==> config.mk <==
export PLATFORM = sky130hd
export DESIGN_NAME = load_store_unit
export DESIGN_NICKNAME = d
export VERILOG_FILES = /design/src/rtl/load_store_unit.sv
export SDC_FILE = /design/constraint.sdc
export NUM_CORES = 1
export LEC_CHECK = 0
export ABC_CLOCK_PERIOD_IN_PS = 4900
export BUFFER_PORTS_ARGS = -buffer_cell sky130_fd_sc_hd__buf_4
export CAP_MARGIN = 20
export CORE_MARGIN = 2
export CORE_UTILIZATION = 25
export DETAILED_ROUTE_END_ITERATION = 10
export GPL_TIMING_DRIVEN = 0
export SLEW_MARGIN = 20
export SYNTH_ARGS = -nofsm -noshare
export SYNTH_HDL_FRONTEND = slang
export SYNTH_SLANG_ARGS = --single-unit
==> constraint.sdc <==
create_clock -name clk -period 4.9 [get_ports clk]
set_input_delay 0.49 -clock clk [delete_from_list [all_inputs] [get_ports clk]]
set_output_delay 0.49 -clock clk [all_outputs]
set_load 0.05 [all_outputs]
==> src/rtl/load_store_unit.sv <==
// ---------------------------------------------------------------------------
// load_store_unit
//   Memory-access stage that sits after the ALU. It takes the ALU result as
//   the effective byte address and rs2 as store data. It issues one req/gnt
//   transaction to data memory with byte-lane enables and lane-replicated
//   store data. For loads it aligns the returned word and sign- or
//   zero-extends it. It reports completion with a one-cycle done pulse.
//
//   Optional feature: define LSU_MISALIGN_TRAP_EN to turn misaligned
//   halfword/word accesses into errors. When it is not defined, the low
//   address bits below the access size are ignored.
//
// Ports
//   clk, rst        clock, synchronous active-high reset
//   memReq          start an access (sampled only while idle)
//   memWrite        1 = store, 0 = load
//   funct3          RV32I load/store size/sign encoding
//   aluResult       effective byte address
//   writeData       store data (rs2)
//   busy            access in progress
//   done            one-cycle completion pulse
//   readData        extended load result, held until the next load completes
//   lsuErr          valid with done: illegal funct3 or misaligned access
//   dmemReq/We      memory request / write enable
//   dmemAddr        word-aligned address
//   dmemByteEn      byte-lane enables
//   dmemWData       lane-replicated store data
//   dmemGnt         memory accepts the request this cycle
//   dmemRValid      load data valid
//   dmemRData       load data word
// ---------------------------------------------------------------------------
module load_store_unit #(
    parameter int unsigned DATA_WIDTH = 32
) (
    input  logic                  clk,
    input  logic                  rst,
    input  logic                  memReq,
    input  logic                  memWrite,
    input  logic [2:0]            funct3,
    input  logic [DATA_WIDTH-1:0] aluResult,
    input  logic [DATA_WIDTH-1:0] writeData,
    output logic                  busy,
    output logic                  done,
    output logic [DATA_WIDTH-1:0] readData,
    output logic                  lsuErr,
    output logic                  dmemReq,
    output logic                  dmemWe,
    output logic [DATA_WIDTH-1:0] dmemAddr,
    output logic [3:0]            dmemByteEn,
    output logic [DATA_WIDTH-1:0] dmemWData,
    input  logic                  dmemGnt,
    input  logic                  dmemRValid,
    input  logic [DATA_WIDTH-1:0] dmemRData
);

    typedef enum logic [1:0] {StIdle, StReq, StWait, StDone} state_e;

    state_e          state_q;
    logic            write_q;
    logic [2:0]      funct3_q;
    logic [1:0]      offs_q;

    logic                  req_legal;
    logic                  req_aligned;
    logic [3:0]            be_new;
    logic [DATA_WIDTH-1:0] wdata_new;
    logic [DATA_WIDTH-1:0] byte_sel;
    logic [DATA_WIDTH-1:0] half_sel;
    logic [DATA_WIDTH-1:0] load_ext;

    // Decode the incoming request: legality, alignment, lanes and store data.
    always_comb begin
        req_legal = 1'b0;
        case (funct3)
            3'b000, 3'b001, 3'b010: req_legal = 1'b1;
            3'b100, 3'b101:         req_legal = ~memWrite;
            default:                req_legal = 1'b0;
        endcase

        req_aligned = 1'b1;
`ifdef LSU_MISALIGN_TRAP_EN
        case (funct3[1:0])
            2'b01:   req_aligned = ~aluResult[0];
            2'b10:   req_aligned = (aluResult[1:0] == 2'b00);
            default: req_aligned = 1'b1;
        endcase
`endif

        be_new    = 4'b1111;
        wdata_new = writeData;
        case (funct3[1:0])
            2'b00: begin
                be_new    = 4'b0001 << aluResult[1:0];
                wdata_new = {4{writeData[7:0]}};
            end
            2'b01: begin
                // Halfword lane comes from a[1] only; a[0] is ignored here.
                be_new    = 4'b0011 << {aluResult[1], 1'b0};
                wdata_new = {2{writeData[15:0]}};
            end
            default: begin
                be_new    = 4'b1111;
                wdata_new = writeData;
            end
        endcase
    end

    // Align and extend the returned load word using the captured offset.
    always_comb begin
        byte_sel = dmemRData >> {offs_q, 3'b000};
        half_sel = dmemRData >> {offs_q[1], 4'b0000};
        case (funct3_q)
            3'b000:  load_ext = {{(DATA_WIDTH-8){byte_sel[7]}}, byte_sel[7:0]};
            3'b001:  load_ext = {{(DATA_WIDTH-16){half_sel[15]}}, half_sel[15:0]};
            3'b100:  load_ext = {{(DATA_WIDTH-8){1'b0}}, byte_sel[7:0]};
            3'b101:  load_ext = {{(DATA_WIDTH-16){1'b0}}, half_sel[15:0]};
            default: load_ext = dmemRData;
        endcase
    end

    // Single-process FSM; every output is a register.
    always_ff @(posedge clk) begin
        if (rst) begin
            state_q    <= StIdle;
            write_q    <= 1'b0;
            funct3_q   <= 3'b000;
            offs_q     <= 2'b00;
            busy       <= 1'b0;
            done       <= 1'b0;
            lsuErr     <= 1'b0;
            readData   <= '0;
            dmemReq    <= 1'b0;
            dmemWe     <= 1'b0;
            dmemAddr   <= '0;
            dmemByteEn <= 4'b0000;
            dmemWData  <= '0;
        end else begin
            unique case (state_q)
                StIdle: begin
                    if (memReq) begin
                        write_q  <= memWrite;
                        funct3_q <= funct3;
                        offs_q   <= aluResult[1:0];
                        busy     <= 1'b1;
                        if (req_legal && req_aligned) begin
                            state_q    <= StReq;
                            dmemReq    <= 1'b1;
                            dmemWe     <= memWrite;
                            dmemAddr   <= {aluResult[DATA_WIDTH-1:2], 2'b00};
                            dmemByteEn <= be_new;
                            dmemWData  <= wdata_new;
                        end else begin
                            // Rejected access: no memory traffic, report at once.
                            state_q <= StDone;
                            done    <= 1'b1;
                            lsuErr  <= 1'b1;
                        end
                    end
                end
                StReq: begin
                    if (dmemGnt) begin
                        dmemReq    <= 1'b0;
                        dmemWe     <= 1'b0;
                        dmemByteEn <= 4'b0000;
                        if (write_q) begin
                            state_q <= StDone;
                            done    <= 1'b1;
                        end else begin
                            state_q <= StWait;
                        end
                    end
                end
                StWait: begin
                    if (dmemRValid) begin
                        readData <= load_ext;
                        state_q  <= StDone;
                        done     <= 1'b1;
                    end
                end
                StDone: begin
                    state_q <= StIdle;
                    busy    <= 1'b0;
                    done    <= 1'b0;
                    lsuErr  <= 1'b0;
                end
                default: state_q <= StIdle;
            endcase
        end
    end

endmodule

# Yosys cells after proc, flatten, opt, wreduce, memory -nomap -nowiden
# Cells that the tools add are included.
[classes] reduce_logical=16 n_bitwise=1 shift=4 n_eq_ne=17 muxes=30
[ops] operator="case mux 32 bit (4 select lines)" count=1
[ops] operator="case mux 32 bit (2 select lines)" count=1
[ops] operator=">> shifter 32 x 5 -> 16 bit" count=1
[ops] operator=">> shifter 32 x 5 -> 8 bit" count=1
[ops] operator="case mux 4 bit (2 select lines)" count=2
[ops] operator="equality test 3 bit (second input constant)" count=4
[ops] operator="2-to-1 mux 1 bit" count=12
[ops] operator="2-to-1 mux 4 bit" count=3
[ops] operator="!= test 2 bit (second input constant)" count=6
[ops] operator="case mux 1 bit (2 select lines)" count=5
[ops] operator="AND reduction 3 bit" count=3
[ops] operator="2-to-1 mux 2 bit" count=4
[ops] operator="case mux 2 bit (4 select lines)" count=1
[ops] operator="equality test 3 x 1 -> 1 bit (second input constant)" count=2
[ops] operator="zero test 3 bit" count=2
[ops] operator="AND reduction 2 bit" count=3
[ops] operator="AND reduction 5 bit" count=1
[ops] operator="equality test 2 x 1 -> 1 bit (second input constant)" count=2
[ops] operator="equality test 2 bit (second input constant)" count=2
[ops] operator="zero test 2 bit" count=2
[ops] operator="case mux 1 bit (4 select lines)" count=1
[ops] operator="AND reduction 4 bit" count=1
[ops] operator="nonzero test 2 bit" count=2
[ops] operator="left shift 1 x 2 -> 4 bit (first input constant)" count=1
[ops] operator="other kinds (5)" count=5
[totals] in_bits=105 register_bits=111

# Longest topological paths before layout
[depth] word_depth=6 ltp_mapped=9 mapped_depth_nobuf=6

# Worst setup path before layout
# OpenSTA, ideal clock, no wires.
[synth_timing] kind="register to register" from="register state_q[0]" to="register dmemWData[21]" path_stages_with_launch=9 path_slack_ps=3257 arrival_ps=1509 setup_ps=134 t_required_ps=4766 period_less_slack_ps=1643 cell_sequence="dfxtp_1 > inv_1 > ha_1 > buf_4 > nand2_1 > a21oi_4 > buf_4 > buf_2 > a211oi_1"
[synth_between] elab_chain_cells=2
[synth_lines] item="from (decl)" line_no="58" rtl="state_e state_q;"
[synth_lines] item="from (signal assigned)" line_no="124" rtl="state_q <= StIdle;"
[synth_lines] item="from (signal assigned)" line_no="146" rtl="state_q <= StReq;"
[synth_lines] item="from (signal assigned)" line_no="154" rtl="state_q <= StDone;"
[synth_lines] item="zero test 2 bit" line_no="138" rtl="unique case (state_q)"
[synth_lines] item="AND reduction 3 bit (no line)"
[synth_lines] item="to (signal assigned)" line_no="151" rtl="dmemWData <= wdata_new;"
[synth_lines] item="to (decl)" line_no="50" rtl="output logic [DATA_WIDTH-1:0] dmemWData,"
# Every way passes these cells.
# A chain may end at the register's enable or synchronous reset.

# Worst setup path after layout
[layout_timing] from="register state_q[0]" to="register dmemWData[9]"
# The elaborated chain is that of the path after synthesis.

==> results.md <==
* Status: completed
* Crit-path max FO at 10
* Fillers at about 2.2k
* RSZ-0062 raised after global routing: false
* Hold buffer count at cts at 0
* Post-Syn Area per Cell at about 8 um2
* Slowest stage delay, CP at about 330 ps
* Fmax at between 400 and 500 MHz
* Seq pwr share at 34.3%
* Global placement routability congestion at 0.892
* Clock latency at the later pin of the worst-skew pair at between 300 and 400 ps
* Multiplexer share of the synthesized area at around 8.3%
* Detail Route Antenna Nets at 0
* Nets at between 900 and 1k
* GRT overflow at 0
* Worst EP required at between 5000 and 6000 ps
* TritonRoute pass-1 iters at 5
* Largest net degree at the start of global routing at 20
* Clock buffer depth at 2
* Worst slew margin at 50.5%
* Total GRT Usage at ~17%
* EDFF count, synth at 0
* # rows at 52
* Main synth FF type: dfxtp_1
* Synth Area in Compound Gates at between 20 and 25%
* Combinational power share at 44.5%
* CP most frequent cell: buf_4
* Final WL at 18600 um
* Synth Instances at roughly 630
* IO Pins at 210
* Dpl hpwl at ~14000 um
* Clk_skew at approximately 8.4 ps
* Crit path buf inv count at 4
* Sw Share at roughly 44%
* Fin crit period at 2160 ps
* Critical Path AT at about 2400 ps
* Vias per cell at approximately 4.7
* H-tree levels at 3
* Slew Limit Fails at 0
* Clk sinks at around 110
* Clock transition at path regs at 80 ps
* Die area at ~21000 um2
* Post-CTS sizing at 0
* Setup TNS at 0 ps
* Commonest cells after routing, fill and taps aside: buf_4 (210), nand2_1 (164), dfxtp_1 (111)
* Placed Instances at approximately 1.1k
* TritonCTS buffer count at 9
* Final count of hold timing violations at 0
* Synth Area in XOR/XNOR at 0%
* # port buffers at 205
* P&R area growth vs syn at 42.6%
* Critical path type: register to register
* Initial antenna violation count at 0
* Post-synth ARST share at 0%
* Number of global-route vias before repair at between 5k and 6k
* Core area at 20100 um2
* Slowest-stage cell, CP: dfxtp_1
* Largest family of logic cells by synthesized area: compound AO/OA/AOI/OAI gates
* Final antenna diode count at 0
* Synthesized area at roughly 5100 um2
* Pwr dens at ~470 nW/um2
* Family with the most delay on the worst path: buffers and inverters
* Post-CTS setup buffer count at 0
* Die Wd at roughly 150 um
* Crit path cell chain: inv_1 > ha_1 > buf_4 > nand2_1 > a21oi_4 > buf_4 > buf_2 > a211oi_1
* Synth Warn # at 0
* Max-Cap Viols at 0
* CTS tree: built
* Wire per inst at about 16 um
* Share of cells above drive strength 1 at between 30% and 40%
* Commonest non-fill, non-tap cell in the layout: buf_4
* #FFs+latches synth at roughly 110
* DRC violations left at 0
* Critical Path Sink Type: register
* Die Y at about 150 um
* Startpoint type of the worst setup path: register
* Maximum vdd drop at about 160 uV
* Slew @ Worst Pin at approximately 740 ps
* Iter 0 DRT Violations at between 200 and 300
* Cell area after layout at 7230 um2
* Register area share after synthesis at between 40% and 50%
* Library cells used by synthesis at 43
* First-pass GRT wire length at between 20000 and 30000 um
* Simple-gate portion of the synthesized area at between 10% and 20%
* Int Pwr at 1.91 mW
* Dpl cell area at between 6000 and 7000 um2
* Clk pwr share at 21.2%
* Period utilization at between 40 and 50%
* Hold crit path type: input port to register
* Final Setup Violations at 0
* Root Driver: clkbuf_16
* Vias at approximately 5.3k
* Leakage power at approximately 3.1 nW
* Non-filler instance count after layout at around 1.1k
* Adder-Cell Fraction of Synth Area at less than 1%
* Initial Utilization at 25.2%
* Sw power at approximately 1.5 mW
-- Yosys cell counts (2+ instances only) --
master	instances	share of area (%)
buf_4	5	0.74
o2bb2ai_1	4	0.69
or2_2	2	0.25
mux2i_1	32	6.3
inv_1	8	0.59
buf_1	3	0.22
nand3b_1	8	1.2
a221oi_1	2	0.35
and2_1	2	0.25
a31oi_1	4	0.49
buf_2	23	2.3
a21oi_1	93	9.2
clkbuf_1	20	1.5
ha_1	4	0.99
nand2b_1	6	0.74
a211oi_1	26	3.8
o22a_1	7	1.2
nor3_1	2	0.20
nor4bb_1	7	1.4
nand2_1	164	12
o21ai_0	42	4.1
nand3_1	4	0.39
nor2_1	30	2.2
dfxtp_1	111	44
mux2_2	7	1.6
-- cell type report --
type                    instances  area [um2]  area share (%)
clock buffers                   9         225            3.11
plain buffers                  53         255            3.53
inverters                       8        30.0           0.415
well taps                     270         338            4.67
flip-flops and latches        111        2220            30.7
clock inverters                 7        56.3           0.778
multi-input cells             463        2570            35.5
repair buffers                205        1540            21.3
-- state kept, by name, summed over array words and instances, names as in the netlist --
name / count
state_q: 2
dmemReq: 1
dmemWe: 1
dmemByteEn: 4
busy: 1
offs_q: 2
lsuErr: 1
dmemWData: 32
readData: 32
dmemAddr: 30
done: 1
funct3_q: 3
write_q: 1
-- worst reg2reg max path, cell delays in order (launching register included) --
cell and delay (ps):
dfxtp_1 330, inv_1 120, ha_1 180, buf_4 170
nand2_1 260, a21oi_4 330, buf_4 230, buf_2 270
a211oi_1 110
-- cell families after synthesis --
logic type      after synthesis
buf+inv                      61
simple gates                232
fa+ha+maj                     4
compound gates              185
other cells                   1
mux                          40
flops                       111
-- power by group through the flow --
| stage | logic (mW) | registers, mW | clock network (mW) |
|---|---|---|---|
| after floorplan | 0.513 | 1.70 | 0 |
| final | 1.52 | 1.17 | 0.724 |
| after detailed placement | 1.53 | 1.19 | 0 |
| after CTS | 1.53 | 1.17 | 0.755 |
| after global routing | 1.63 | 1.19 | 0.792 |
| after global placement | 1.52 | 1.19 | 0 |
-- metrics by stage --
step | power [mW] | utilization [%] | hold slack (ps) | setup WS [ps]
final | 3.41 | 36.0 | 375 | 2740
after global routing | 3.61 | 36.0 | 361 | 2510
after CTS | 3.45 | 36.0 | 357 | 2710
after detailed placement | 2.72 | 34.6 | 447 | 2710
after global placement | 2.71 | 34.6 | 443 | 2700
after floorplan | 2.21 | - | 445 | 3260
-- routing by layer --
layer | GRT usage (%) | routed length (um) | vias to the layer above
li1 | - | - | 2607
met1 | 22.6 | 8390 | 2405
met2 | 26.8 | 8180 | 219
met3 | 5.34 | 1600 | 28
met4 | 5.58 | 386 | 0
met5 | 0 | 0 | -
-- path summary, 6_finish.rpt --
check	slack (ps)	end	depth (start not counted)	startpoint
setup / recovery	2740	dmemWData[9]$_SDFFE_PP0P_	8	state_q[0]$_SDFFE_PP0P_
hold / removal	370	dmemAddr[25]$_SDFFE_PP0P_	3	aluResult[25]
setup reg to reg	2740	dmemWData[9]$_SDFFE_PP0P_	8	state_q[0]$_SDFFE_PP0P_
hold reg to reg	460	dmemAddr[16]$_SDFFE_PP0P_	2	dmemAddr[16]$_SDFFE_PP0P_
(Power assumes the default switching activity.)
